==> config.mk <==
export PLATFORM = sky130hd
export DESIGN_NAME = fft_ctrl
export DESIGN_NICKNAME = d
export VERILOG_FILES = /design/src/rtl/fft_ctrl.sv
export SDC_FILE = /design/constraint.sdc
export NUM_CORES = 1
export LEC_CHECK = 0
export ABC_AREA = 1
export ABC_CLOCK_PERIOD_IN_PS = 2210
export CAP_MARGIN = 20
export CORE_UTILIZATION = 43
export DETAILED_ROUTE_END_ITERATION = 16
export PLACE_DENSITY = 0.67
export SETUP_SLACK_MARGIN = 0.5
export SLEW_MARGIN = 40
export SYNTH_ARGS = -nofsm -noshare
export SYNTH_HDL_FRONTEND = slang
export SYNTH_SLANG_ARGS = --single-unit
export TNS_END_PERCENT = 30
==> constraint.sdc <==
create_clock -name clk -period 2.21 [get_ports clk]
set_input_delay 0.663 -clock clk [delete_from_list [all_inputs] [get_ports clk]]
set_output_delay 0.663 -clock clk [all_outputs]
set_load 0.05 [all_outputs]
==> src/rtl/fft_ctrl.sv <==
// Address and strobe sequencer for an in-place radix-2 DIT FFT with bit-reversed input order.
// Optional macro FFT_CTRL_SCALE_EN drives scale high with every butterfly read.
module fft_ctrl #(
  parameter int unsigned N_LOG2   = 5,
  parameter int unsigned BFLY_LAT = 3
) (
  input  logic                        clk,
  input  logic                        reset,
  input  logic                        start,
  output logic                        busy,
  output logic                        done,
  output logic [$clog2(N_LOG2)-1:0]   stage,
  output logic                        rd_en,
  output logic [N_LOG2-1:0]           rd_addr_a,
  output logic [N_LOG2-1:0]           rd_addr_b,
  output logic [N_LOG2-2:0]           tw_addr,
  output logic                        wr_en,
  output logic [N_LOG2-1:0]           wr_addr_a,
  output logic [N_LOG2-1:0]           wr_addr_b,
  output logic                        scale
);

  localparam int unsigned NW      = N_LOG2;
  localparam int unsigned BW      = N_LOG2 - 1;
  localparam int unsigned TW      = N_LOG2 - 1;
  localparam int unsigned SW      = $clog2(N_LOG2);
  localparam int unsigned DW      = (BFLY_LAT > 1) ? $clog2(BFLY_LAT) : 1;
  localparam int unsigned HALF_M1 = (1 << (N_LOG2 - 1)) - 1;

  typedef enum logic [1:0] {S_IDLE, S_RUN, S_DRAIN, S_DONE} state_t;

  typedef struct packed {
    logic          en;
    logic [NW-1:0] a;
    logic [NW-1:0] b;
  } wr_ent_t;

  state_t        state_q, state_d;
  logic [SW-1:0] s_q, s_d;
  logic [BW-1:0] b_q, b_d;
  logic [DW-1:0] dcnt_q, dcnt_d;
  logic          busy_d, done_d, run_d;
  logic [NW-1:0] lo_mask, b_ext, addr_a_d, addr_b_d, tw_full;
  wr_ent_t       wr_pipe [BFLY_LAT];

  // Next-state and next-output logic
  always_comb begin
    state_d = state_q;
    s_d     = s_q;
    b_d     = b_q;
    dcnt_d  = dcnt_q;
    busy_d  = 1'b0;
    done_d  = 1'b0;
    run_d   = 1'b0;
    case (state_q)
      S_IDLE: begin
        if (start) begin
          state_d = S_RUN;
          s_d     = '0;
          b_d     = '0;
        end
      end
      S_RUN: begin
        if (b_q == BW'(HALF_M1)) begin
          state_d = S_DRAIN;
          dcnt_d  = '0;
        end else begin
          b_d = b_q + BW'(1);
        end
      end
      S_DRAIN: begin
        if (dcnt_q == DW'(BFLY_LAT - 1)) begin
          if (s_q == SW'(N_LOG2 - 1)) begin
            state_d = S_DONE;
            s_d     = '0;
          end else begin
            state_d = S_RUN;
            s_d     = s_q + SW'(1);
            b_d     = '0;
          end
        end else begin
          dcnt_d = dcnt_q + DW'(1);
        end
      end
      S_DONE:  state_d = S_IDLE;
      default: state_d = S_IDLE;
    endcase
    run_d  = (state_d == S_RUN);
    busy_d = (state_d == S_RUN) || (state_d == S_DRAIN);
    done_d = (state_d == S_DONE);
  end

  // Operand pair splits b around bit s; twiddle index scales the low bits up to N/2 resolution
  always_comb begin
    lo_mask  = (NW'(1) << s_d) - NW'(1);
    b_ext    = NW'(b_d);
    addr_a_d = ((b_ext >> s_d) << (32'(s_d) + 32'd1)) | (b_ext & lo_mask);
    addr_b_d = addr_a_d | (NW'(1) << s_d);
    tw_full  = (b_ext & lo_mask) << (32'(N_LOG2 - 1) - 32'(s_d));
  end

  always_ff @(posedge clk) begin
    if (reset) begin
      state_q   <= S_IDLE;
      s_q       <= '0;
      b_q       <= '0;
      dcnt_q    <= '0;
      busy      <= 1'b0;
      done      <= 1'b0;
      stage     <= '0;
      rd_en     <= 1'b0;
      rd_addr_a <= '0;
      rd_addr_b <= '0;
      tw_addr   <= '0;
      for (int i = 0; i < int'(BFLY_LAT); i++) wr_pipe[i] <= '0;
    end else begin
      state_q   <= state_d;
      s_q       <= s_d;
      b_q       <= b_d;
      dcnt_q    <= dcnt_d;
      busy      <= busy_d;
      done      <= done_d;
      stage     <= s_d;
      rd_en     <= run_d;
      rd_addr_a <= run_d ? addr_a_d : '0;
      rd_addr_b <= run_d ? addr_b_d : '0;
      tw_addr   <= run_d ? TW'(tw_full) : '0;
      wr_pipe[0] <= '{en: rd_en, a: rd_addr_a, b: rd_addr_b};
      for (int i = 1; i < int'(BFLY_LAT); i++) wr_pipe[i] <= wr_pipe[i-1];
    end
  end

  assign wr_en     = wr_pipe[BFLY_LAT-1].en;
  assign wr_addr_a = wr_pipe[BFLY_LAT-1].a;
  assign wr_addr_b = wr_pipe[BFLY_LAT-1].b;

`ifdef FFT_CTRL_SCALE_EN
  always_ff @(posedge clk) begin
    if (reset) scale <= 1'b0;
    else       scale <= run_d;
  end
`else
  assign scale = 1'b0;
`endif

endmodule
* After elaboration in Yosys (flattened, before gate mapping)
Memories as Yosys holds them, arrays and structs flattened. Index checks and enable logic that the tools add are counted.
Word-level totals: flip-flop bits (word level) 28, bits in writable memories 33, output and inout port bits 32, word-level logic and storage cells 67, memories 1
Memories:
- wr_pipe | depth 3, width 11, read ports 3, clocked after memory_dff 0, write ports 3, line 44 | wr_ent_t wr_pipe [BFLY_LAT];
Operators by class: add/subtract/negate cells 6, equality and inequality tests 11, shifts and indexed selects 4, mux-type cells 23, bitwise gates (word level) 7, reduce and logical (&&, ||, !) cells 5
Operators with widths (count):
- two-way mux 11 bit | 3
- left shift 5 x 32 -> 4 bit | 1
- two-way mux 4 bit | 4
- two-way mux 2 bit | 6
- case mux 4 bit (3 select lines) | 1
- == test 2 bit (second input constant) | 5
- OR 5 bit | 2
- two-way mux 3 bit | 3
- case mux 2 bit (4 select lines) | 1
- case mux 3 bit (2 select lines) | 1
- bitwise AND 4 x 5 -> 5 bit | 1
- left shift 1 x 3 -> 5 bit (first input constant) | 1
- left shift 5 x 4 -> 5 bit | 1
- right shift 4 x 3 -> 5 bit | 1
- subtractor 5 x 2 -> 5 bit (second input constant) | 1
- adder 3 x 1 -> 4 bit (second input constant) | 1
- adder 4 x 1 -> 4 bit (second input constant) | 1
- == test 2 x 1 -> 1 bit (second input constant) | 2
- == test 4 bit (second input constant) | 1
- != test 2 bit (second input constant) | 2
- case mux 2 bit (2 select lines) | 1
- subtractor 3 x 3 -> 4 bit (first input constant) | 1
- adder 3 x 1 -> 3 bit (second input constant) | 1
- == test 3 bit (second input constant) | 1
- 9 further kinds | 13

* Logic depth before layout (Yosys ltp)
depth in word-level cells 9, depth in mapped cells 19, gate-level depth less buffers 19

* Worst setup path after synthesis
No wires, ideal clock.
path type reg2reg, start register s_q[0], end register tw_addr[3], library setup time 56 ps, arrival time 2685 ps, required time 2154 ps, path slack -531 ps, stages on the path, launching flop included 17, path buffers 0, clock period less this slack 2741 ps, cells stage by stage dfxtp_1 > inv_1 > ha_1 > inv_1 > o22ai_2 > inv_2 > ha_1 > ha_1 > inv_1 > ha_1 > inv_1 > nand2_1 > o21ai_1 > nand2_1 > nand2_1 > nand2_1 > inv_1
Between the ends: longest elaborated chain between the ends 8
Ends and longest elaborated chain:
- from (decl) | line 39 | logic [SW-1:0] s_q, s_d;
- from (signal assigned) | line 105 | s_q <= '0;
- from (signal assigned) | line 118 | s_q <= s_d;
- adder 3 x 1 -> 3 bit / == test 3 bit (equally long branches) | line 78, 73
- two-way mux 3 bit (*) | line 73 | if (s_q == SW'(N_LOG2 - 1)) begin
- two-way mux 3 bit (*) | line 72 | if (dcnt_q == DW'(BFLY_LAT - 1)) begin
- case mux 3 bit (2 select lines) (*) | line 55 | case (state_q)
- net s_d[1] | line 39
- left shift 1 x 3 -> 5 bit | line 95 | lo_mask = (NW'(1) << s_d) - NW'(1);
- subtractor 5 x 2 -> 5 bit | line 95
- bitwise AND 4 x 5 -> 5 bit | line 99 | tw_full = (b_ext & lo_mask) << (32'(N_LOG2 - 1) - 32'(s_d));
- left shift 5 x 32 -> 4 bit (*) | line 99
- to (signal assigned) | line 127 | tw_addr <= run_d ? TW'(tw_full) : '0;
- to (decl) | line 16 | output logic [N_LOG2-2:0] tw_addr,
Mark *: on every way through the listed nets, which the timed path passes. The rest lies on a longest branch. A chain may end at the register's enable or synchronous reset.

* Worst setup path in the final report
start input start, end register rd_addr_b[3]
Between the ends: longest elaborated chain between the ends 7
Ends and longest elaborated chain:
- from (decl) | line 9 | input logic start,
- two-way mux 3 bit (*) | line 57 | if (start) begin
- case mux 3 bit (2 select lines) (*) | line 55
- net s_d[1] | line 39
- left shift 1 x 3 -> 5 bit | line 95, 98
- subtractor 5 x 2 -> 5 bit | line 95
- bitwise AND 4 x 5 -> 5 bit | line 97 | addr_a_d = ((b_ext >> s_d) << (32'(s_d) + 32'd1)) | (b_ext & lo_mask);
- OR 5 bit | line 97
- OR 5 bit (*) | line 98 | addr_b_d = addr_a_d | (NW'(1) << s_d);
- to (signal assigned) | line 126 | rd_addr_b <= run_d ? addr_b_d : '0;
- to (decl) | line 15 | output logic [N_LOG2-1:0] rd_addr_b,
Marks and branches as above.

==> PnR_summary.wiki <==
{| class="wikitable"
! Metric !! Value
|-
| Type of the worst setup path || in2reg
|-
| Clock slew at reported path FFs || 70 ps
|-
| Top Ports || 35
|-
| Element type at the critical path end || flop
|-
| Part of the power in registers || between 50% and 60%
|-
| Relative contribution of the clock network to total power || 38.7%
|-
| Max_cap viols || 0
|-
| Post-synthesis sequential element count || 61
|-
| Critical Path RT || 2450 ps
|-
| Largest cells by area after synthesis || sky130_fd_sc_hd__dfxtp_1, sky130_fd_sc_hd__nand2_1, sky130_fd_sc_hd__inv_1, sky130_fd_sc_hd__nor2_1, sky130_fd_sc_hd__ha_1
|-
| Critical Path Slowest Stage Cell || sky130_fd_sc_hd__dlygate4sd2_1
|-
| Total gr overflow || 0
|-
| Clock tree from TritonCTS || yes
|-
| Summed instance area of the synthesized netlist || 2700 um^2
|-
| Number of design-rule violations left by the first detailed-router iteration || 162
|-
| Ant. Diodes || 0
|-
| Placed instance count || 493
|-
| Placeable core region || between 5000 and 6000 um^2
|-
| Unrepaired setup endpoints after global routing || yes
|-
| P_sw || about 0.00062 W
|-
| Via count of the first global-routing pass || 2287
|-
| Time the final worst path needs with I/O delays and setup || 2210 ps
|-
| Wire length of the first global-routing pass || 9900 um
|-
| Avg Cell Area, Syn || 7.37 um^2
|-
| Die Ht || 81.2 um
|-
| Number of design rule violations left after detail routing || 0
|-
| Port buffer count || 33
|-
| Final-layout worst hold slack || between 300 and 400 ps
|-
| Total nets after synthesis || 383
|-
| Pin count of the biggest net entering global routing || 47
|-
| CTS H-Tree Depth || 3
|-
| Detailed Place HPWL || 4020 um
|-
| Cell occurring most often along the worst timing path || sky130_fd_sc_hd__nand2_2
|-
| Most frequent cells after synthesis || sky130_fd_sc_hd__nand2_1, sky130_fd_sc_hd__inv_1, sky130_fd_sc_hd__dfxtp_1, sky130_fd_sc_hd__nor2_1, sky130_fd_sc_hd__nand3_1
|-
| Final total negative setup slack || 0 ps
|-
| Hold Path Class || reg2reg
|-
| Share of total power in combinational logic || 10.8%
|-
| Number of distinct library cells after synthesis || 34
|-
| Sequential cell area fraction in the yosys report || 45.3%
|-
| Worst setup path startpoint || start
|-
| CP Buf/Inv Count || 4
|-
| Initial antenna violation count || 0
|-
| Arrival time worst endpoint || ~2400 ps
|-
| Width of the die || between 80 and 90 um
|-
| Switching share of power || 27.9%
|-
| Yosys warnings || 0
|-
| Area growth from synthesis to layout || 50.9%
|-
| Slowest stage delay, CP || 270 ps
|-
| Routed vias || between 2000 and 3000
|-
| Sink Count || 61
|-
| Number of max-slew violations in the final report || 0
|-
| Final setup violation count || 0
|-
| Mapped Cells || approximately 370
|-
| Share of flip-flops with an asynchronous set or reset || 0%
|-
| Fraction of layout instances using a drive strength above 1 || 50.3%
|-
| Multi-input combinational cell area || 1560 um^2
|-
| Ordered list of cells on the worst path || dlygate4sd2_1, nand2_2, nand2_4, o22ai_4, inv_2, ha_4, inv_4, nor2_4, buf_4, nor2_2, nand3_1, nand2_1, nor2_1, nor2_1, nand2_2, nand2_2, nand2_1
|-
| Root cell of the clock tree || sky130_fd_sc_hd__clkbuf_8
|-
| Drt first pass iters || 4
|-
| Post-layout net count || 473
|-
| Routed wire length per instance || 13.4 um
|-
| Final Wtd Congestion || approximately 0.85
|-
| Vias per cell || ~4.8
|-
| Buffer depth of the longest clock path || 2
|-
| Library cell with the largest summed area after synthesis || sky130_fd_sc_hd__dfxtp_1
|-
| Critical path's top delay family || simple AND/OR/NAND/NOR gates
|-
| Standard-cell rows || 28
|-
| Initial core utilization || a little under half
|-
| Worst hold path startpoint || wr_pipe[0][6]$_SDFF_PP0_
|-
| Leakage Power || 1.98 nW
|-
| Start of the worst register-to-register path || s_q[0]$_SDFF_PP0_
|-
| Final Hold Vio Count || 0
|-
| Outcome || completed
|-
| EDFF count, synth || 0
|-
| Worst VDD drop || 357 uV
|-
| Total Routing Usage GR || 20.0%
|-
| Register Area || 1240 um^2
|-
| Power per cell area || 549 nW/um^2
|-
| Clk_lat worst skew || between 300 and 400 ps
|-
| Share of the clock period used by the worst path after layout || between 90% and 100%
|-
| Clk_skew || 10.2 ps
|-
| Layout Cells excl Fill || between 500 and 600
|-
| Fraction of post-synthesis cell area in the top cell type by area || a little under half
|-
| ANT nets after route || 0
|-
| Internal portion of total power || 0.00161 W
|-
| Num CTS Buffers || 9
|-
| Most frequently used flop master after synthesis || sky130_fd_sc_hd__dfxtp_1
|-
| Detailed Route WL || 7170 um
|-
| Cell with the most instances after synthesis || sky130_fd_sc_hd__nand2_1
|-
| FILL cells || 412
|-
| Area of the die || 6590 um^2
|-
| Sort of element at the start of the critical path || primary input
|-
| Top fanout value on the critical path || 3
|-
| Fmax || 454 MHz
|}
[kinds of logic (layout without fill, tap and decap cells)]
family                     after synthesis  in the layout  share of synthesized area (%)
muxes                                    1              1                          0.371
DFF                                     61             61                           45.3
AOI/OAI and AO/OA                       24             24                           5.38
and+or+nand+nor                        176            176                           28.0
adders and majority gates               14             14                           6.49
other                                    1              1                          0.139
buffers and inverters                   89            184                           14.3
[through the flow]
stage	utilization, %	setup slack (ps)	total power, W	area [um^2]
2_1_floorplan	-	25.4	0.00128	2790
3_3_place_gp	56.5	-467	0.00133	3390
3_5_place_dp	56.5	-499	0.00133	3390
4_1_cts	64.0	139	0.00220	3830
5_1_grt	67.9	-92.0	0.00232	4070
6_report	67.9	4.99	0.00224	4070
[layer usage]
| metal | up-vias | share of wire (%) | track usage [%] |
|---|---|---|---|
| met2 | 57 | 53 | 34.8 |
| met4 | 0 | 2.7 | 12.1 |
| met5 | - | 0 | 0 |
| met3 | 14 | 3.3 | 2.81 |
| li1 | 1266 | - | - |
| met1 | 1232 | 41 | 23.1 |
[area by class of cell]
cell class	instances	share of cell area, %
Clock buffer	9	3.04
Clock inverter	7	1.23
Inverter	71	7.10
Multi-Input combinational cell	216	38.3
Sequential cell	61	30.5
Tap cell	75	2.31
Timing Repair Buffer	97	17.5
[cells in the final DEF, fill, tap and decap left out, drive strengths merged, types with 2 or more instances in the layout]
| cell type | Yosys | final |
|---|---|---|
| buf | 13 | 67 |
| nand3 | 26 | 26 |
| clkbuf | 5 | 37 |
| o21ai | 5 | 5 |
| nor2 | 66 | 66 |
| dfxtp | 61 | 61 |
| nand2 | 79 | 79 |
| clkinv | 1 | 7 |
| a21oi | 12 | 12 |
| inv | 70 | 71 |
| ha | 14 | 14 |
| nor3 | 2 | 2 |
[sequential cells by signal, summed over array words and instances (netlist names)]
register   flops
b_q            4
busy           1
dcnt_q         2
done           1
rd_addr_a      5
rd_addr_b      5
rd_en          1
s_q            3
state_q        2
tw_addr        4
wr_pipe       33
[worst reg2reg max path, delay by kind of cell, from the launching register on]
kind | cells | cell delay (ps)
adders and majority gates | 1 | 210
buffers and inverters | 3 | 350
AOI/OAI and AO/OA | 1 | 80
DFF | 1 | 350
and+or+nand+nor | 12 | 1050
[timing repair]
action                                  4_1_cts  5_1_grt
pin swaps                                    28       39
setup buffers                                18        9
hold buffers                                  0        0
gates cloned                                  0        0
endpoints found under the setup margin       44       44
endpoints found under the hold margin         0        0
resized for setup                            89      128
[path summary, 6_finish.rpt]
path | end | slack, ps | cells past startpoint
setup / recovery | rd_addr_b[3]$_SDFF_PP0_ | 5 | 17
hold / removal | wr_pipe[0][17]$_SDFF_PP0_ | 390 | 2
setup reg to reg | rd_addr_b[3]$_SDFF_PP0_ | 60 | 17
hold reg to reg | wr_pipe[0][17]$_SDFF_PP0_ | 390 | 2
[power groups by stage]
stage,Sequential [W],Clock (W),Combinational (W)
after floorplan,0.00118,0,0.0000918
after global placement,0.00115,0,0.000176
after detailed placement,0.00115,0,0.000178
after CTS,0.00113,0.000875,0.000197
after global routing,0.00113,0.000926,0.000259
final,0.00113,0.000865,0.000242
No activity file was read; power rests on OpenSTA's default activity.
